**config.mk**
```make
export PLATFORM = sky130hd
export DESIGN_NAME = ml_scheduler
export DESIGN_NICKNAME = d
export VERILOG_FILES = /design/src/rtl/ml_pkg.sv /design/src/rtl/ml_job_buf.sv /design/src/rtl/ml_scheduler.sv
export SDC_FILE = /design/constraint.sdc
export NUM_CORES = 2
export LEC_CHECK = 0
export CAP_MARGIN = 10
export CORE_ASPECT_RATIO = 0.8
export CORE_UTILIZATION = 30
export DETAILED_ROUTE_END_ITERATION = 16
export PLACE_DENSITY = 0.52
export SLEW_MARGIN = 25
export SYNTH_ARGS = -nofsm -noshare
export SYNTH_HDL_FRONTEND = slang
export SYNTH_SLANG_ARGS = --single-unit
export TNS_END_PERCENT = 10
```
**constraint.sdc**
```tcl
create_clock -name i_clk -period 4.4 [get_ports i_clk]
set_clock_uncertainty 0.15 [all_clocks]
set_input_delay 0.66 -clock i_clk [delete_from_list [all_inputs] [get_ports i_clk]]
set_output_delay 0.66 -clock i_clk [all_outputs]
set_load 0.03 [all_outputs]
```
**src/rtl/ml_pkg.sv**
```systemverilog
// ml_pkg: shared state encoding and sizing for the ML demodulator scheduler
package ml_pkg;
    localparam int ML_Y_W         = 160;
    localparam int ML_R_W         = 320;
    localparam int ML_FIFO_DEPTH  = 16;
    localparam int ML_CRED_W      = 5;
    localparam int ML_WDOG_CYCLES = 72;
    typedef enum logic [1:0] {ST_IDLE, ST_LAUNCH, ST_WAIT} state_e;
endpackage

```
**src/rtl/ml_job_buf.sv**
```systemverilog
// ml_job_buf: two-entry ping-pong buffer of (y_hat, R) jobs with occupancy and ready
module ml_job_buf
    import ml_pkg::*;
#(
    parameter int YW = ML_Y_W,
    parameter int RW = ML_R_W
) (
    input  logic          clk_i,
    input  logic          rst_ni,
    input  logic          push_i,
    input  logic          pop_i,
    input  logic [YW-1:0] y_i,
    input  logic [RW-1:0] r_i,
    output logic [YW-1:0] y_o,
    output logic [RW-1:0] r_o,
    output logic [1:0]    count_o,
    output logic          rdy_o
);
    logic [YW-1:0] y_q [2];
    logic [RW-1:0] r_q [2];
    logic          wr_q, wr_d, rd_q, rd_d, acc, take;
    logic [1:0]    cnt_q, cnt_d;

    assign rdy_o   = cnt_q < 2'd2;
    assign count_o = cnt_q;
    assign y_o     = y_q[rd_q];
    assign r_o     = r_q[rd_q];

    // A full buffer drops the push; an empty one ignores the pop
    always_comb begin
        acc   = push_i && rdy_o;
        take  = pop_i && cnt_q != 2'd0;
        wr_d  = wr_q ^ acc;
        rd_d  = rd_q ^ take;
        cnt_d = cnt_q + 2'(acc) - 2'(take);
    end

    // Storage, pointers and occupancy
    always_ff @(posedge clk_i or negedge rst_ni) begin
        if (!rst_ni) begin
            y_q   <= '{default: '0};
            r_q   <= '{default: '0};
            wr_q  <= 1'b0;
            rd_q  <= 1'b0;
            cnt_q <= 2'd0;
        end else begin
            if (acc) begin
                y_q[wr_q] <= y_i;
                r_q[wr_q] <= r_i;
            end
            wr_q  <= wr_d;
            rd_q  <= rd_d;
            cnt_q <= cnt_d;
        end
    end
endmodule

```
**src/rtl/ml_scheduler.sv**
```systemverilog
// ml_scheduler: buffers QR jobs and launches them on the ML datapath under output-credit control
module ml_scheduler
    import ml_pkg::*;
#(
    parameter int Y_WIDTH     = ML_Y_W,
    parameter int R_WIDTH     = ML_R_W,
    parameter int FIFO_DEPTH  = ML_FIFO_DEPTH,
    parameter int WDOG_CYCLES = ML_WDOG_CYCLES
) (
    input  logic                 i_clk,
    input  logic                 i_reset_n,
    input  logic                 i_trig,
    input  logic [Y_WIDTH-1:0]   i_y_hat,
    input  logic [R_WIDTH-1:0]   i_r,
    output logic                 o_in_rdy,
    output logic                 o_ml_start,
    output logic [Y_WIDTH-1:0]   o_ml_y_hat,
    output logic [R_WIDTH-1:0]   o_ml_r,
    input  logic                 i_ml_done,
    input  logic                 i_byte_pop,
    output logic                 o_busy,
    output logic [ML_CRED_W-1:0] o_credit,
    output logic                 o_err,
    output logic                 o_timeout
);
    localparam int CW = ML_CRED_W;
    localparam int WW = $clog2(WDOG_CYCLES + 1);

    state_e             state_q, state_d;
    logic [CW-1:0]      credit_q, credit_d;
    logic [CW:0]        csum;
    logic [WW-1:0]      wdog_q, wdog_d;
    logic [Y_WIDTH-1:0] op_y_q, op_y_d, buf_y;
    logic [R_WIDTH-1:0] op_r_q, op_r_d, buf_r;
    logic [1:0]         cnt;
    logic               rdy, go, launch, timeout, pop_ok, err_q, err_d, to_q, to_d;

    ml_job_buf #(.YW(Y_WIDTH), .RW(R_WIDTH)) u_buf (
        .clk_i   (i_clk),
        .rst_ni  (i_reset_n),
        .push_i  (i_trig),
        .pop_i   (launch),
        .y_i     (i_y_hat),
        .r_i     (i_r),
        .y_o     (buf_y),
        .r_o     (buf_r),
        .count_o (cnt),
        .rdy_o   (rdy)
    );

    assign o_in_rdy   = rdy;
    assign o_ml_y_hat = op_y_q;
    assign o_ml_r     = op_r_q;
    assign o_credit   = credit_q;
    assign o_err      = err_q;
    assign o_timeout  = to_q;

    // FSM state register
    always_ff @(posedge i_clk or negedge i_reset_n) begin
        if (!i_reset_n) state_q <= ST_IDLE;
        else            state_q <= state_d;
    end

    // FSM next state: a late done still beats the watchdog
    always_comb begin
        case (state_q)
            ST_IDLE:   state_d = go ? ST_LAUNCH : ST_IDLE;
            ST_LAUNCH: state_d = ST_WAIT;
            ST_WAIT:   state_d = (i_ml_done || timeout) ? ST_IDLE : ST_WAIT;
            default:   state_d = ST_IDLE;
        endcase
    end

    // FSM outputs
    always_comb begin
        o_ml_start = state_q == ST_LAUNCH;
        o_busy     = state_q != ST_IDLE || cnt != 2'd0;
    end

    // Operands are captured entering LAUNCH so they are valid with the start pulse; the entry and credit are consumed as LAUNCH ends
    always_comb begin
        go       = state_q == ST_IDLE && cnt != 2'd0 && credit_q != '0;
        launch   = state_q == ST_LAUNCH;
        timeout  = state_q == ST_WAIT && !i_ml_done && wdog_q >= WW'(WDOG_CYCLES);
        pop_ok   = i_byte_pop && credit_q != CW'(FIFO_DEPTH);
        csum     = {1'b0, credit_q} + (CW+1)'(pop_ok) + (CW+1)'(timeout) - (CW+1)'(launch);
        credit_d = (csum > (CW+1)'(FIFO_DEPTH)) ? CW'(FIFO_DEPTH) : csum[CW-1:0];
        wdog_d   = (state_q == ST_IDLE) ? '0 : wdog_q + WW'(1);
        op_y_d   = go ? buf_y : op_y_q;
        op_r_d   = go ? buf_r : op_r_q;
        err_d    = err_q | (i_trig && !rdy) | (i_byte_pop && !pop_ok) | (i_ml_done && state_q != ST_WAIT);
        to_d     = to_q | timeout;
    end

    // Credit, watchdog, operand and sticky flag registers
    always_ff @(posedge i_clk or negedge i_reset_n) begin
        if (!i_reset_n) begin
            credit_q <= CW'(FIFO_DEPTH);
            wdog_q   <= '0;
            op_y_q   <= '0;
            op_r_q   <= '0;
            err_q    <= 1'b0;
            to_q     <= 1'b0;
        end else begin
            credit_q <= credit_d;
            wdog_q   <= wdog_d;
            op_y_q   <= op_y_d;
            op_r_q   <= op_r_d;
            err_q    <= err_d;
            to_q     <= to_d;
        end
    end
endmodule

```
# Yosys cells after proc, flatten, opt, wreduce, memory -nomap -nowiden
# Cells that the tools add are included.
dict set report totals {
  register_bits 1460
  output_inout_bits 490
  word_cells 75
}
dict set report classes {
  n_addsub 6
  n_lt_le_gt_ge 6
  eq_ne 4
  mux 17
  n_bitwise 8
  n_reduce_logical 20
}
# operator n
set op_table {}
lappend op_table {{2-to-1 mux 320 bit} 4}
lappend op_table {{bitwise mux 640 bit} 1}
lappend op_table {{2-to-1 mux 160 bit} 4}
lappend op_table {{bitwise mux 320 bit} 1}
lappend op_table {{demux 320 bit (select 1 bit)} 1}
lappend op_table {{demux 160 bit (select 1 bit)} 1}
lappend op_table {{logical AND 1 bit} 11}
lappend op_table {{adder 7 x 1 -> 7 bit, second input constant} 1}
lappend op_table {{>= comparator 7 bit, second input constant} 1}
lappend op_table {{2-to-1 mux 7 bit} 1}
lappend op_table {{adder 5 x 1 -> 6 bit} 1}
lappend op_table {{adder 6 x 1 -> 6 bit} 1}
lappend op_table {{greater-than comparator 6 x 5 -> 1 bit, second input constant} 1}
lappend op_table {{case mux 2 bit (3 select lines)} 1}
lappend op_table {{subtractor 6 x 1 -> 6 bit} 1}
lappend op_table {{2-to-1 mux 5 bit} 1}
lappend op_table {{!= test 5 bit, second input constant} 1}
lappend op_table {{nonzero test 5 bit} 1}
lappend op_table {{>= comparator 2 bit, second input constant} 2}
lappend op_table {{NOT 1 -> 2 bit} 2}
lappend op_table {{OR 1 bit} 4}
lappend op_table {{nonzero test 2 bit} 2}
lappend op_table {{zero test 1 bit} 3}
lappend op_table {{adder 2 x 1 -> 2 bit} 1}
lappend op_table {{other kinds (11)} 13}

# Depth between registers and ports, before layout
dict set report logic_depth {
  depth_word 7
  ltp_mapped 12
  ltp_nobuf 12
}

# Hierarchy
# A second synthesis with hierarchy kept.
dict set report hier_totals {
  cells_unflattened 3688
  area_unflattened_um2 60940.9
}
# module n_inst cells_each area_each_um2 seq_area_each_um2
set modules_own_cells {}
lappend modules_own_cells {ml_job_buf 1 2580 42152.9 24123.1}
lappend modules_own_cells {ml_scheduler 1 1108 18788.0 12413.2}

# Worst setup path before layout
# No wires, ideal clock.
dict set report synth_path {
  kind {register to register}
  start {register credit_q[2] (netlist: o_credit[2])}
  end {register credit_q[3] (netlist: o_credit[3])}
  setup_ps 86
  arrival_ps 2905
  t_required_ps 4164
  path_slack_ps 1259
  path_stages_with_launch 13
  path_buffers 0
  period_less_slack_ps 3141
  path_cell_list {dfrtp_1 > inv_1 > ha_1 > nor3b_1 > nand2_1 > nand2_1 > fa_1 > inv_1 > fa_1 > a21oi_1 > o21bai_1 > a2111o_1 > a32oi_1}
}
dict set report synth_via {
  elab_chain_cells 7
}
# item line_no
set synth_lines {}
lappend synth_lines {{start: declaration} ml_scheduler.sv:30} ;# logic [CW-1:0] credit_q, credit_d;
lappend synth_lines {{start signal: assignment} ml_scheduler.sv:98} ;# credit_q <= CW'(FIFO_DEPTH);
lappend synth_lines {{start signal: assignment} ml_scheduler.sv:105} ;# credit_q <= credit_d;
lappend synth_lines {{!= test 5 bit} ml_scheduler.sv:85} ;# pop_ok = i_byte_pop && credit_q != CW'(FIFO_DEPTH);
lappend synth_lines {{logical AND 1 bit} ml_scheduler.sv:85}
lappend synth_lines {{adder 5 x 1 -> 6 bit (*)} ml_scheduler.sv:86} ;# csum = {1'b0, credit_q} + (CW+1)'(pop_ok) + (CW+1)'(timeout) - (CW+1)'(launch);
lappend synth_lines {{adder 6 x 1 -> 6 bit (*)} ml_scheduler.sv:86}
lappend synth_lines {{subtractor 6 x 1 -> 6 bit (*)} ml_scheduler.sv:86}
lappend synth_lines {{greater-than comparator 6 x 5 -> 1 bit} ml_scheduler.sv:87} ;# credit_d = (csum > (CW+1)'(FIFO_DEPTH)) ? CW'(FIFO_DEPTH) : csum[CW-1:0];
lappend synth_lines {{2-to-1 mux 5 bit (*)} ml_scheduler.sv:87}
lappend synth_lines {{named net credit_d[3]} ml_scheduler.sv:30}
# Mark *: on every way through the listed nets, which the timed path passes. The rest lies on a longest branch.
# A chain may end at the register's enable or synchronous reset.

# Final worst setup path
dict set report layout_path {
  start {register state_q[1]}
  end {output port o_busy}
}
dict set report layout_via {
  elab_chain_cells 2
}
# item line_no
set layout_lines {}
lappend layout_lines {{start: declaration} ml_scheduler.sv:29} ;# state_e state_q, state_d;
lappend layout_lines {{start signal: assignment} ml_scheduler.sv:61} ;# else state_q <= state_d;
lappend layout_lines {{nonzero test 2 bit} ml_scheduler.sv:77} ;# o_busy = state_q != ST_IDLE || cnt != 2'd0;
lappend layout_lines {{logical OR 1 bit} ml_scheduler.sv:77}
lappend layout_lines {{end: declaration} ml_scheduler.sv:21} ;# output logic o_busy,
# Every way passes these cells.

==> qor_table.md <==
| Result | Reported | Unit |
| --- | --- | --- |
| Status | finished clean | - |
| Met1 global-route usage | 0.214 | - |
| Highest Clock Rate | 288 | MHz |
| Mapped cell area | 0.0582 | mm² |
| Clock tree root driver cell | sky130_fd_sc_hd__clkbuf_16 | - |
| Met2 layer usage reported by global route | 0.279 | - |
| Startpoint Class | register | - |
| Width of the chip | 494 | µm |
| Routed length per placed instance | 21.5 | µm |
| Reg2Reg Capture Point | o_credit[1] | - |
| Post-Synth Adder-Cell Area | 0.00305 | - |
| Vias in the first global route | 38,100 | - |
| Area of all sequential standard cells | 0.0365 | mm² |
| Pin count of the biggest net entering global routing | 154 | - |
| Share of synthesized cell area in and, or, nand and nor gates | 0.0340 | - |
| Layer carrying the most global-route usage | met2 | - |
| Worst Setup Slack, final | 0.932 | ns |
| Worst hold path type | in2async | - |
| Worst rel slew slack | 0.334 | - |
| Max-slew violations | 0 | - |
| Required time at the endpoint of the critical path | 3.59 | ns |
| Total global-route track usage | 0.172 | - |
| Net Count, Synth | 4,716 | - |
| CTS clk-pin slew, worst paths | 0.06 | ns |
| Crit path kind | reg2out | - |
| Mux cell area share after synthesis | 0.268 | - |
| # clock sinks | 1,460 | - |
| Worst Setup EP | o_busy | - |
| Syn_area_per_cell | 13.8 | µm² |
| Signal arrival time at the worst endpoint | 2.66 | ns |
| Final non-filler cell total | 7,874 | - |
| Setup repair after global routing missed its margin | no | - |
| Leakage power | 32.3 | nW |
| Top library cells by usage in the layout, fill and taps aside | sky130_fd_sc_hd__dfrtp_1, sky130_fd_sc_hd__clkdlybuf4s50_1, sky130_fd_sc_hd__mux2_2 | - |
| Most common cell after layout, fill and taps aside | sky130_fd_sc_hd__dfrtp_1 | - |
| Number of detailed-route iterations in the first pass | 5 | - |
| CTS tree | done | - |
| Cell count of the worst reg-to-reg path | 12 | - |
| Element type at the critical path end | output pin | - |
| Worst R2R Start | o_credit[3] | - |
| Post-synthesis share of cell area spent on xor and xnor gates | 0.00135 | - |
| Synthesized-area fraction occupied by ao, oa, aoi and oai cells | 0.0440 | - |
| Final core occ | 0.397 | - |
| Count of maximum capacitance violations | 0 | - |
| CORE AREA | 0.193 | mm² |
| TritonCTS buffer count | 158 | - |
| Tightest Pin Transition | 0.999 | ns |
| Row Count | 144 | - |
| Sum of internal, switching and leakage power | 66.4 | mW |
| Half-perimeter wire length after placement | 117,000 | µm |
| Source-to-sink clock delay at the later pin of the worst-skew pair | 0.77 | ns |
| Post-Route WL | 169,000 | µm |
| Maximum level of the CTS H-tree | 4 | - |
| Share of the yosys chip area belonging to registers | 0.628 | - |
| FF+latch count, synth | 1,460 | - |
| Peak supply drop | 0.497 | mV |
| Setup tns final | 0 | ns |
| Post-Place Worst Slack | 0.881 | ns |
| Met3 demand-to-capacity share in global routing | 0.0590 | - |
| Drt drc | 0 | - |
| R2R Setup Slk | 1.03 | ns |
| Cell count after synthesis | 4,218 | - |
| Filler cells | 18,100 | - |
| Combinational family with the most area after synthesis | multiplexers | - |
| Final nets | 5,680 | - |
| Count of warnings emitted by yosys | 0 | - |
| Cells taking the most area after synthesis | sky130_fd_sc_hd__dfrtp_1, sky130_fd_sc_hd__mux2_2, sky130_fd_sc_hd__mux2i_1, sky130_fd_sc_hd__a21oi_1, sky130_fd_sc_hd__nor2_1 | - |
| Via count | 36,500 | - |
| Final hold violations | 0 | - |
| Vertical die dimension | 396 | µm |
| Power per cell area | 868 | mW/mm² |
| Distinct cell type count of the synthesized netlist | 38 | - |
| Detailed Route Iter0 Violations | 1,717 | - |
| Maximum buffer depth of the clock tree | 3 | - |
| Beginning of the critical path | state_q[1] | - |
| Dpl cells | 7,576 | - |
| Vias per inst | 4.63 | - |
| Post-synth top area share | 0.627 | - |
| Overall overflow remaining after global route | 0 | - |
| I/O pin total | 975 | - |
| Share of layout cells above drive strength 1 | 0.246 | - |
| Final period demand of the worst path | 3.47 | ns |
| Critical path fanouts, max | 8 | - |
| Area of combinational cells with multiple inputs | 0.0204 | mm² |
| PortBufs | 974 | - |
| Initial antenna violation count | 57 | - |
| # setup viols final | 0 | - |
| Die area | 0.196 | mm² |
| Final critical-path share of the clock period | 0.788 | - |
| Global-route wire length before repair | 255,000 | µm |
| Final weighted congestion in routability-driven placement | 0.796 | - |
| Antenna Nets Post-Route | 0 | - |
| Total of cells resized after clock tree synthesis | 0 | - |
| Area delta synth->final | 31.4 | % |
| Starting utilization of the core area | 0.302 | - |
| Cell type with the largest total area after synthesis | sky130_fd_sc_hd__dfrtp_1 | - |
==> metal layers <==
metal / share of wire / wire length [µm]
met5: 0.0027 / 450
met4: 0.025 / 4240
met3: 0.068 / 11600
met2: 0.48 / 81800
met1: 0.42 / 71400
==> synth_stat cells <==
library cell                instances
sky130_fd_sc_hd__a221oi_1           1
sky130_fd_sc_hd__nor2b_1            5
sky130_fd_sc_hd__buf_2            118
sky130_fd_sc_hd__nand3b_1           1
sky130_fd_sc_hd__xor2_1             5
sky130_fd_sc_hd__dfstp_2            1
sky130_fd_sc_hd__mux2_2           960
sky130_fd_sc_hd__a21o_1             1
sky130_fd_sc_hd__a21oi_1          483
sky130_fd_sc_hd__nor3b_1            1
sky130_fd_sc_hd__nand3_1            5
sky130_fd_sc_hd__and3_1             2
sky130_fd_sc_hd__or3_1              1
sky130_fd_sc_hd__o211a_1            1
sky130_fd_sc_hd__buf_4             12
sky130_fd_sc_hd__mux2i_1          480
sky130_fd_sc_hd__a32oi_1            1
sky130_fd_sc_hd__inv_1             16
sky130_fd_sc_hd__o31a_1             1
sky130_fd_sc_hd__nand2_1            4
sky130_fd_sc_hd__nand2b_1           3
sky130_fd_sc_hd__a31oi_1            4
sky130_fd_sc_hd__xnor2_1            4
sky130_fd_sc_hd__buf_1              7
sky130_fd_sc_hd__o21ai_0            1
sky130_fd_sc_hd__a2111o_1           1
sky130_fd_sc_hd__ha_1              11
sky130_fd_sc_hd__nor3_1             1
sky130_fd_sc_hd__a2111oi_4          1
sky130_fd_sc_hd__nand4b_1           1
sky130_fd_sc_hd__fa_1               2
sky130_fd_sc_hd__a21boi_0           1
sky130_fd_sc_hd__dfrtp_1         1459
sky130_fd_sc_hd__buf_6              1
sky130_fd_sc_hd__clkbuf_1         128
sky130_fd_sc_hd__o21bai_1           1
sky130_fd_sc_hd__nor2_1           491
sky130_fd_sc_hd__o31ai_1            2
==> kinds of logic (layout without fill, tap and decap cells) <==
kind of cell | after synthesis | in the layout
multiplexers | 1440 | 1440
AND/OR/NAND/NOR | 515 | 515
other | 0 | 18
buffers and inverters | 282 | 1365
XOR/XNOR | 9 | 9
AO/OA/AOI/OAI | 499 | 499
flip-flops | 1460 | 1460
adder cells (fa/ha/maj) | 13 | 13
==> cell type report <==
cell class | instances | share of cell area
well taps | 2555 | 0.0418
clock inverters | 38 | 0.00577
clock buffers | 241 | 0.0619
repair buffers | 1070 | 0.144
multi-input cells | 2476 | 0.267
diodes | 18 | 0.000589
inverters | 16 | 0.000785
flip-flops and latches | 1460 | 0.478
==> worst max-delay path, cell delays in order (launching register included) <==
cell                              delay, ns
sky130_fd_sc_hd__dfrtp_1               0.43
sky130_fd_sc_hd__nor2_1                0.48
sky130_fd_sc_hd__nand2_1               0.19
sky130_fd_sc_hd__clkdlybuf4s50_1       0.78
==> power by group <==
group          leakage, nW  switching (mW)  internal, mW
Combinational         12.7            15.9          13.2
Sequential            17.0            3.58          20.5
Clock                 2.55            5.56          7.73
Total                 32.3            25.0          41.4
==> repair_timing <==
| action | in CTS | in global routing |
|---|---|---|
| endpoints found under the hold margin | 57 | 0 |
| buffers inserted | 0 | 0 |
| setup endpoints to repair | 0 | 0 |
| hold buffers | 1 | 0 |
==> state kept, by name (all words and copies together) (netlist names) <==
name and cells:
o_credit 5, o_err 1, o_ml_r 320, o_ml_y_hat 160, o_timeout 1, state_q 2
u_buf.count_o 2, u_buf.r_q 640, u_buf.rd_q 1, u_buf.wr_q 1, u_buf.y_q 320, wdog_q 7
==> metrics by stage <==
stage          hold slack, ns  instance area (µm²)
6_report                0.311                76500
2_1_floorplan           0.214                58200
3_3_place_gp            0.316                71300
4_1_cts                 0.273                76500
3_5_place_dp            0.319                71300
5_1_grt                 0.299                76500
==> worst min-delay path by stage <==
stage	start	endpoint	slack, ns	cells past startpoint
floorplan	i_reset_n	o_credit[0]	0.21	0
global placement	o_err	o_err	0.32	2
detailed placement	o_err	o_err	0.32	2
CTS	i_reset_n	u_buf.r_q[3]	0.27	2
global route	i_reset_n	u_buf.r_q[3]	0.30	2
finish	i_reset_n	u_buf.r_q[323]	0.31	2
No activity file was read; power rests on OpenSTA's default activity.
